`src/rtl/periph_stream_master_if.sv`:
```
// Signal bundle between the stream master, its producer/controller and the
// 4-word accumulate peripheral.
interface periph_stream_master_if;
  logic        in_valid;
  logic        in_ready;
  logic [31:0] in_data;
  logic        cmd_valid;
  logic        cmd_ready;
  logic        cmd_clr;
  logic [1:0]  cmd_addr;
  logic        rd_valid;
  logic [31:0] rd_data;
  logic [31:0] words_sent;
  logic        p_ce;
  logic        p_we;
  logic [1:0]  p_addr;
  logic [31:0] p_wdata;
  logic [31:0] p_rdata;

  modport master (
    input  in_valid, in_data, cmd_valid, cmd_clr, cmd_addr, p_rdata,
    output in_ready, cmd_ready, rd_valid, rd_data, words_sent,
           p_ce, p_we, p_addr, p_wdata
  );

  modport slave (
    output in_valid, in_data, cmd_valid, cmd_clr, cmd_addr, p_rdata,
    input  in_ready, cmd_ready, rd_valid, rd_data, words_sent,
           p_ce, p_we, p_addr, p_wdata
  );
endinterface

```
`src/rtl/periph_stream_master.sv`:
```
// Bus initiator for the accumulate peripheral: buffers a stream of words and
// writes each to addr 1, and serves clear/read commands strictly behind the
// buffered stream. The peripheral keeps its own registers; this block only
// sequences accesses.
module periph_stream_master #(
  parameter int FIFO_DEPTH = 4,
  parameter int WR_GAP     = 0
) (
  input logic clk,
  input logic reset,
  periph_stream_master_if.master bus
);

  localparam int PW = $clog2(FIFO_DEPTH);
  localparam logic [PW:0] FILL_ONE  = {{PW{1'b0}}, 1'b1};
  localparam logic [PW:0] FILL_FULL = {1'b1, {PW{1'b0}}};
  localparam logic [7:0]  GAP_LOAD  = 8'(WR_GAP);

  typedef enum logic [1:0] {IDLE, WRITE, CLEAR, READ} state_t;

  state_t      state;
  state_t      state_next;
  logic [7:0]  gap_cnt;
  logic [7:0]  gap_next;
  logic [1:0]  rd_addr;
  logic [PW:0] wr_ptr;
  logic [PW:0] rd_ptr;
  logic [PW:0] fill;
  logic [31:0] fifo_mem [FIFO_DEPTH];
  logic [31:0] words_sent;
  logic [31:0] rd_data;
  logic        rd_valid;
  logic        fifo_empty;
  logic        fifo_full;
  logic        push;
  logic        pop;
  logic        cmd_fire;

  // Pointers carry one extra wrap bit so full and empty are distinguishable.
  assign fill       = wr_ptr - rd_ptr;
  assign fifo_empty = (fill == '0);
  assign fifo_full  = (fill == FILL_FULL);

  assign push = bus.in_valid && !fifo_full;
  assign pop  = (state == WRITE);

  // Commands wait for an empty buffer, which is what keeps them behind the stream.
  assign bus.in_ready  = !fifo_full;
  assign bus.cmd_ready = (state == IDLE) && fifo_empty && (gap_cnt == 8'd0);
  assign cmd_fire      = bus.cmd_valid && bus.cmd_ready;

  assign bus.rd_valid   = rd_valid;
  assign bus.rd_data    = rd_data;
  assign bus.words_sent = words_sent;

  // Next-state, pacing and peripheral bus decode; the bus is idle unless a state drives it.
  always_comb begin
    state_next  = state;
    gap_next    = gap_cnt;
    bus.p_ce    = 1'b0;
    bus.p_we    = 1'b0;
    bus.p_addr  = 2'd0;
    bus.p_wdata = 32'h0;
    case (state)
      IDLE: begin
        if (gap_cnt != 8'd0) begin
          gap_next = gap_cnt - 8'd1;
        end else if (cmd_fire) begin
          state_next = bus.cmd_clr ? CLEAR : READ;
        end else if (!fifo_empty) begin
          state_next = WRITE;
        end
      end
      WRITE: begin
        bus.p_ce    = 1'b1;
        bus.p_we    = 1'b1;
        bus.p_addr  = 2'd1;
        bus.p_wdata = fifo_mem[rd_ptr[PW-1:0]];
        if (WR_GAP > 0) begin
          gap_next   = GAP_LOAD;
          state_next = IDLE;
        end else if ((fill > FILL_ONE) || push) begin
          state_next = WRITE;
        end else begin
          state_next = IDLE;
        end
      end
      CLEAR: begin
        bus.p_ce   = 1'b1;
        bus.p_we   = 1'b1;
        bus.p_addr = 2'd0;
        state_next = IDLE;
      end
      READ: begin
        bus.p_ce   = 1'b1;
        bus.p_addr = rd_addr;
        state_next = IDLE;
      end
      default: state_next = IDLE;
    endcase
  end

  // State register, pacing counter and the address latched with a read command.
  always_ff @(posedge clk or posedge reset) begin
    if (reset) begin
      state   <= IDLE;
      gap_cnt <= 8'd0;
      rd_addr <= 2'd0;
    end else begin
      state   <= state_next;
      gap_cnt <= gap_next;
      if (cmd_fire && !bus.cmd_clr) begin
        rd_addr <= bus.cmd_addr;
      end
    end
  end

  // Buffer pointers; reset empties the buffer and discards anything pending.
  always_ff @(posedge clk or posedge reset) begin
    if (reset) begin
      wr_ptr <= '0;
      rd_ptr <= '0;
    end else begin
      if (push) wr_ptr <= wr_ptr + FILL_ONE;
      if (pop)  rd_ptr <= rd_ptr + FILL_ONE;
    end
  end

  // Buffer storage; entries are only meaningful between push and pop.
  always_ff @(posedge clk) begin
    if (push) begin
      fifo_mem[wr_ptr[PW-1:0]] <= bus.in_data;
    end
  end

  // Read capture with a one-cycle valid pulse, and the streamed-write counter.
  always_ff @(posedge clk or posedge reset) begin
    if (reset) begin
      rd_valid   <= 1'b0;
      rd_data    <= 32'h0;
      words_sent <= 32'h0;
    end else begin
      rd_valid <= (state == READ);
      if (state == READ) begin
        rd_data <= bus.p_rdata;
      end
      if (state == WRITE) begin
        words_sent <= words_sent + 32'd1;
      end else if (state == CLEAR) begin
        words_sent <= 32'h0;
      end
    end
  end

endmodule

```
`src/flat_wrapper.sv`:
```
// flat-port wrapper written by rule: the top's interface ports become plain ports
module periph_stream_master_flat 
#(
  parameter int FIFO_DEPTH = 4,
  parameter int WR_GAP     = 0
)
  (clk, reset, bus_in_valid, bus_in_data, bus_cmd_valid, bus_cmd_clr, bus_cmd_addr, bus_p_rdata, bus_in_ready, bus_cmd_ready, bus_rd_valid, bus_rd_data, bus_words_sent, bus_p_ce, bus_p_we, bus_p_addr, bus_p_wdata);
  periph_stream_master_if bus_i ();
  input logic clk;
  input logic reset;
  input wire logic [$bits(bus_i.in_valid)-1:0] bus_in_valid;
  input wire logic [$bits(bus_i.in_data)-1:0] bus_in_data;
  input wire logic [$bits(bus_i.cmd_valid)-1:0] bus_cmd_valid;
  input wire logic [$bits(bus_i.cmd_clr)-1:0] bus_cmd_clr;
  input wire logic [$bits(bus_i.cmd_addr)-1:0] bus_cmd_addr;
  input wire logic [$bits(bus_i.p_rdata)-1:0] bus_p_rdata;
  output wire logic [$bits(bus_i.in_ready)-1:0] bus_in_ready;
  output wire logic [$bits(bus_i.cmd_ready)-1:0] bus_cmd_ready;
  output wire logic [$bits(bus_i.rd_valid)-1:0] bus_rd_valid;
  output wire logic [$bits(bus_i.rd_data)-1:0] bus_rd_data;
  output wire logic [$bits(bus_i.words_sent)-1:0] bus_words_sent;
  output wire logic [$bits(bus_i.p_ce)-1:0] bus_p_ce;
  output wire logic [$bits(bus_i.p_we)-1:0] bus_p_we;
  output wire logic [$bits(bus_i.p_addr)-1:0] bus_p_addr;
  output wire logic [$bits(bus_i.p_wdata)-1:0] bus_p_wdata;
  assign bus_i.in_valid = bus_in_valid;
  assign bus_i.in_data = bus_in_data;
  assign bus_i.cmd_valid = bus_cmd_valid;
  assign bus_i.cmd_clr = bus_cmd_clr;
  assign bus_i.cmd_addr = bus_cmd_addr;
  assign bus_i.p_rdata = bus_p_rdata;
  assign bus_in_ready = bus_i.in_ready;
  assign bus_cmd_ready = bus_i.cmd_ready;
  assign bus_rd_valid = bus_i.rd_valid;
  assign bus_rd_data = bus_i.rd_data;
  assign bus_words_sent = bus_i.words_sent;
  assign bus_p_ce = bus_i.p_ce;
  assign bus_p_we = bus_i.p_we;
  assign bus_p_addr = bus_i.p_addr;
  assign bus_p_wdata = bus_i.p_wdata;
  periph_stream_master #(.FIFO_DEPTH(FIFO_DEPTH), .WR_GAP(WR_GAP)) u_core (.clk(clk), .reset(reset), .bus(bus_i));
endmodule
```
`config.mk`:
```
export PLATFORM = sky130hd
export DESIGN_NAME = periph_stream_master_flat
export DESIGN_NICKNAME = d
export VERILOG_FILES = /design/src/rtl/periph_stream_master_if.sv /design/src/rtl/periph_stream_master.sv /design/src/flat_wrapper.sv
export SDC_FILE = /design/constraint.sdc
export NUM_CORES = 1
export LEC_CHECK = 0
export ABC_AREA = 1
export CAP_MARGIN = 15
export CORE_UTILIZATION = 45
export CTS_CLUSTER_SIZE = 28
export DETAILED_ROUTE_END_ITERATION = 10
export GPL_TIMING_DRIVEN = 0
export PLACE_DENSITY = 0.71
export SLEW_MARGIN = 5
export SYNTH_ARGS = -nofsm -noshare
export SYNTH_HDL_FRONTEND = slang
export SYNTH_SLANG_ARGS = --single-unit
```
`constraint.sdc`:
```
create_clock -name clk -period 9.6 [get_ports clk]
set_input_delay 0.96 -clock clk [delete_from_list [all_inputs] [get_ports clk]]
set_output_delay 0.96 -clock clk [all_outputs]
set_load 0.05 [all_outputs]
```
==> summary.log, run 1 <==
INFO  status         status=complete, no violations
INFO  clock_tree     cts_hold_buf=0
INFO  cells_and_area multi_input_comb_area=2950um2
INFO  logic_synthesis synth.yosys.seq_area_share=0.644
INFO  placement      finalWeightedCongestion=0.873
INFO  clock_tree     ctsHtreeMaxLevel=1
INFO  clock_tree     clk_root_buffer_cell=clkbuf_16
INFO  grt            grt_antenna_before_repair=0
INFO  sta            timing.final.max_slew_violations=0
INFO  logic_synthesis synth_cells=926
INFO  power_and_ir_drop power.density=330nW/um2
INFO  grt            grt_pass1_vias=6,721
INFO  clock_tree     cts_inserted_buffers=22
INFO  logic_synthesis synth_enable_flop_cells=128
INFO  detailed_routing met2_routed_wl=10.4mm
INFO  detailed_routing route.met3.wl=1.64mm
INFO  detailed_routing drt_pass1_iterations=4
INFO  cells_and_area finalInstanceArea=12,200um2
INFO  clock_tree     clk_sinks=211
INFO  cells_and_area ant_diodes=0
INFO  detailed_routing vias=6,993
INFO  placement      postPlaceCellArea=11,400um2
INFO  power_and_ir_drop power.static_leakage=4.72nW
INFO  placement      place_hpwl=14.9mm
INFO  placement      port_buffer_count=173
INFO  clock_tree     clock_tree_from_tritoncts=done
INFO  floorplan      placeableCoreArea=19,700um2
INFO  logic_synthesis syn_avg_cell_area=9.93um2
INFO  setup_path     cp_max_fo=5
INFO  sta            grt_setup_unrepaired=no
INFO  logic_synthesis syn_area=9190um2
INFO  setup_path     cp-end-kind=output port
INFO  detailed_routing avgRoutedWirePerCell=15.5um
INFO  sta            post_route_setup_tns=0ps
INFO  clock_tree     ctsResizeCount=0
INFO  detailed_routing highest-signal-layer=met4
INFO  detailed_routing detail_route.wirelength=21.8mm
INFO  logic_synthesis most_repeated_cell_in_the_gate_level_netlist_after_synthesis=nor2_1
INFO  sta            tightest_slew=637ps
INFO  floorplan      die_h=145um
INFO  sta            clock-skew-final=16.7ps
INFO  sta            max_freq=0.251GHz
INFO  clock_tree     path_clk_slew=60ps
INFO  detailed_routing remaining_drcs=0
INFO  min_path       timing.hold.worst.class=reg -> reg
INFO  grt            wire_length_of_the_first_global_routing_pass=34.6mm
INFO  clock_tree     worstSkewPairLatency=510ps
INFO  logic_synthesis yosysTopAreaCell=edfxtp_1
INFO  cells_and_area num-nets-final=1,213
INFO  cells_and_area area.sequential=5920um2
INFO  logic_synthesis yosysWarningCount=0
INFO  logic_synthesis synth_top_cell_area_share=0.418
INFO  setup_path     worst_ep_required_time=8640ps
INFO  floorplan      starting_density_of_the_core=0.466
INFO  grt            grt_start_max_net_pins=64
INFO  setup_path     critical_path.startpoint_type=flip-flop
INFO  sta            timing.final.crit_share=0.415
INFO  logic_synthesis primary_flip_flop_cell_chosen_by_synthesis_mapping=edfxtp_1
INFO  logic_synthesis top_post_synthesis_cells_by_area=edfxtp_1, dfrtp_1, nor2_1
INFO  sta            hold_ws=470ps
INFO  floorplan      ios=174
INFO  setup_path     cp_slowest_cell=clkdlybuf4s50_1
INFO  logic_synthesis postSynth.asyncResetShare=0.393
INFO  clock_tree     cts.path.max_buffers=3
INFO  floorplan      placement_rows=51
INFO  setup_path     critical_path.max_stage_delay=840ps
INFO  floorplan      design.die.area=21,000um2
INFO  detailed_routing drt.antenna.violating_nets=0
INFO  sta            post-route-min-period=3980ps
INFO  grt            globalRouteOverflowTotal=0
INFO  logic_synthesis synth_common_cells=nor2_1, nand2_1, edfxtp_1
INFO  setup_path     cp_cell_sequence=ha_1, fa_1, nand2_1, nor2_1, nand3_1, nor2_4, clkdlybuf4s50_1
INFO  cells_and_area syn2layout_area_growth=32.5%
INFO  cells_and_area layout-drive-gt1-share=0.0708
INFO  sta            report.final.setup_viol=0
INFO  detailed_routing via_per_inst=4.96
INFO  detailed_routing first_iter_violations=406
INFO  logic_synthesis synth.lib_cells_used.distinct=36
INFO  sta            final_hold_viol_count=0
INFO  logic_synthesis yosys_register_bits=211
INFO  setup_path     timing.setup.critical_path_class=reg -> out
INFO  detailed_routing routedLengthMet1=9.43mm
INFO  floorplan      die_w=145um
INFO  cells_and_area fillerInstances=1,586
INFO  logic_synthesis postSynthNetCount=1,011
INFO  power_and_ir_drop p_total=4.02mW
INFO  setup_path     worst_ep_arrival_time=3020ps
INFO  power_and_ir_drop vdd_ir_drop_max=0.190mV
INFO  job            timing.max_cap.violations=0
INFO  clock_tree     postCtsSetupRepairBufs=0
INFO  sta            slew_headroom=0.576
INFO  grt            gr-usage-all-layers=0.206
==> routing by layer <==
layer | track usage | up-vias
met2 | 0.344 | 215
met3 | 0.0538 | 28
met4 | 0.0452 | 0
met1 | 0.268 | 3273
li1 | - | 3477
met5 | 0 | -
==> per-stage QoR <==
stage | setup slack (ps) | instances | utilization
6_report | 5620 | 1409 | 0.618
5_1_grt | 5430 | 1409 | 0.618
4_1_cts | 5580 | 1409 | 0.618
3_5_place_dp | 6130 | 1369 | 0.578
3_3_place_gp | 5030 | 1364 | 0.571
2_1_floorplan | 6020 | 926 | -
==> state kept, by name (all words and copies together), names as in the netlist, 2 cells and up <==
| name | flops |
|---|---|
| u_core.bus.rd_data | 32 |
| u_core.bus.words_sent | 32 |
| u_core.fifo_mem | 128 |
| u_core.gap_cnt | 8 |
| u_core.rd_addr | 2 |
| u_core.rd_ptr | 3 |
| u_core.state | 2 |
| u_core.wr_ptr | 3 |
==> kinds of logic (layout without fill, tap and decap cells) <==
kind of cell               Yosys count  in the layout  share of synthesized area
and+or+nand+nor                    462            462                      0.211
DFF                                211            211                      0.644
buffers and inverters               90            308                     0.0378
AOI/OAI and AO/OA                  138            138                     0.0766
adders and majority gates           14             14                     0.0199
xor gates and xnor gates            11             11                     0.0105
==> cells in the final DEF, fill, tap and decap left out, drive strengths merged, types with 7 or more instances in the layout <==
cell           count
nor2             215
nand2            192
clkdlybuf4s50    173
edfxtp           128
o21ai             88
dfrtp             83
inv               56
clkbuf            56
a21oi             43
nand3             28
buf               14
ha                13
nand4             11
xor2               9
nor3               8
clkinv             7
==> final cells by class <==
cell class	count	share of cell area
Multi-Input combinational cell	625	0.242
Inverter	56	0.0175
Clock buffer	31	0.0558
Sequential cell	211	0.486
Buffer	34	0.0113
Clock inverter	9	0.00873
Tap cell	265	0.0272
Timing Repair Buffer	178	0.151
==> report_power, final <==
| group | leakage, nW | switching, mW | internal, mW |
|---|---|---|---|
| clock | 0.391 | 0.347 | 0.550 |
| sequential | 2.18 | 0.0817 | 1.19 |
| combinational | 2.15 | 1.29 | 0.559 |
| total | 4.72 | 1.72 | 2.29 |
==> final timing paths <==
kind	startpoint	endpoint	slack (ps)	depth (start not counted)
max	u_core.rd_ptr[0]$_DFFE_PP0P_	bus_cmd_ready	5620	7
min	u_core.gap_cnt[0]$_DFFE_PP0P_	u_core.gap_cnt[0]$_DFFE_PP0P_	470	1
max reg2reg	u_core.rd_ptr[0]$_DFFE_PP0P_	u_core.fifo_mem[3][10]$_DFFE_PP_	7100	8
min reg2reg	u_core.gap_cnt[0]$_DFFE_PP0P_	u_core.gap_cnt[0]$_DFFE_PP0P_	470	1
max in group asynchronous	reset	u_core.bus.words_sent[23]$_DFFE_PP0P_	8240	3
min in group asynchronous	reset	u_core.bus.rd_data[5]$_DFFE_PP0P_	750	2
==> worst max-delay path, delay by kind of cell (launching register included) <==
family | cells | cell delay [ps]
adder cells (fa/ha/maj) | 2 | 770
AND/OR/NAND/NOR | 4 | 460
flip-flops | 1 | 450
buffers and inverters | 1 | 840
Power figures use the tool's default switching activity.
==> inputs of run 2 (changes only) <==
==> constraint.sdc (replaced) <==
create_clock -name clk -period 3.8 [get_ports clk]
set_input_delay 0.38 -clock clk [delete_from_list [all_inputs] [get_ports clk]]
set_output_delay 0.38 -clock clk [all_outputs]
set_load 0.05 [all_outputs]
==> results of run 2 <==
Same layout as run 1 (identical final DEF). Status: complete, no violations.
Main changes from that run: setup slack after placement 6130 ps -> 910 ps; setup slack after layout 5620 ps -> 396 ps; hold slack 470 ps -> 173 ps; register-to-register setup slack 7100 ps -> 1300 ps; total power 4.02 mW -> 10.2 mW; worst IR drop on VDD 0.190 mV -> 0.480 mV
==> edit, RTL diff (config.mk and constraints of run 2) <==
`FIFO_DEPTH` is set to 4 in 2 places; all go to 8.
--- a/src/rtl/periph_stream_master.sv
+++ b/src/rtl/periph_stream_master.sv
@@ -4,5 +4,5 @@
 // sequences accesses.
 module periph_stream_master #(
-  parameter int FIFO_DEPTH = 4,
+  parameter int FIFO_DEPTH = 8,
   parameter int WR_GAP     = 0
 ) (
--- a/src/flat_wrapper.sv
+++ b/src/flat_wrapper.sv
@@ -2,5 +2,5 @@
 module periph_stream_master_flat 
 #(
-  parameter int FIFO_DEPTH = 4,
+  parameter int FIFO_DEPTH = 8,
   parameter int WR_GAP     = 0
 )
Formal check against the unedited RTL: same outputs for any inputs over 4 cycles, from zero or initial values and one cycle with reset high; that may be too few to reach the edited logic, so the function may still have changed.
==> edit against run 2 <==
- the run now ends with design-rule violations left
- maximum frequency shrank 6.5%
- utilization shrank 4.0 points
- critical path depth grew 2
- non-clock buffer count grew 38
- area after synthesis grew 57%
- power grew 52%
- wire length grew 69%
- synthesized cell count grew 42%
- sequential share of layout area grew 5.2 points
- sequential cell count grew 130
- register-to-register slack lost 970 ps
- setup slack lost 240 ps
- global-route usage grew 2.0 points
- design area grew 50%
- highest routed layer is now met5
==> edit: results <==
[status]
status = "complete, but fails checks"
violations = "design-rule violations"

[cells_and_area]
seq_share_pct = 53.8
area_share_nonclk_buffers_pct = 12.5
largest_register_ffs = 256
final_nets = 1624
instances_no_fill = 1971
drive_gt1_share_pct = 8.74
nFillCells = 2605

[place]
placed_area_um2 = 16900
gp_congestion = 0.878
post-place-ws_ps = -145

[route]
wire_per_inst_um = 18.7
dr_wl_met2_um = 17200
drtIter0Drc = 932
drcViolationCount = 4
drt_pass1_iterations = 8

[logic_synthesis]
synth_common_cells = "edfxtp_1, nand2_1, nor2_1"
avgSynthCellArea_um2 = 10.9
synth_edf_count = 256
synth_nets = 1403
synthTopCellsByArea = "edfxtp_1, dfrtp_1, nand2_1, o21ai_0, nor2_1"

[worst_setup_path]
arrival_ps = 3260
reg2reg_depth = 10
cpPeakStageDelay_ps = 820
reg2reg_to = "u_core.fifo_mem[4][30]"

[sta]
fin_worst_hold_slack_ps = 169

[grt]
antenna_found_initial = 3
gr-usage-met1_pct = 29.8
grt_start_max_net_pins = 63

[clock_network]
cts-buffers-inserted = 37
h-tree-depth = 2

[pwr]
peakVddDrop_v = 0.000997
[edit: changes by cell type after synthesis, sizes merged, moves of 30 or more]
cell / before / now
o22ai: 1 / 64
edfxtp: 128 / 256
nor2: 215 / 185
nand3: 28 / 92
nand2: 192 / 252
o21ai: 88 / 153
[edit: power breakdown]
group / leakage, nW / internal [mW] / switching (mW)
registers: 3.32 / 4.71 / 0.286
clock network: 0.611 / 2.23 / 1.49
logic: 2.84 / 2.00 / 4.75
[edit: cell families (layout without fill, tap and decap cells)]
group           Yosys count  in the layout  synth area share [%]
compound gates          241            241                  9.05
xor+xnor                  9              9                 0.547
fa+ha+maj                13             13                  1.18
buf+inv                 140            389                  3.83
flops                   341            341                  68.1
other cells               0              1                     0
simple gates            575            575                  17.3
[edit: worst max-delay path, delay by kind of cell, from the launching register on]
kind / cells / cell delay [ps]
buf+inv: 5 / 1720
compound gates: 1 / 160
flops: 1 / 510
simple gates: 3 / 330
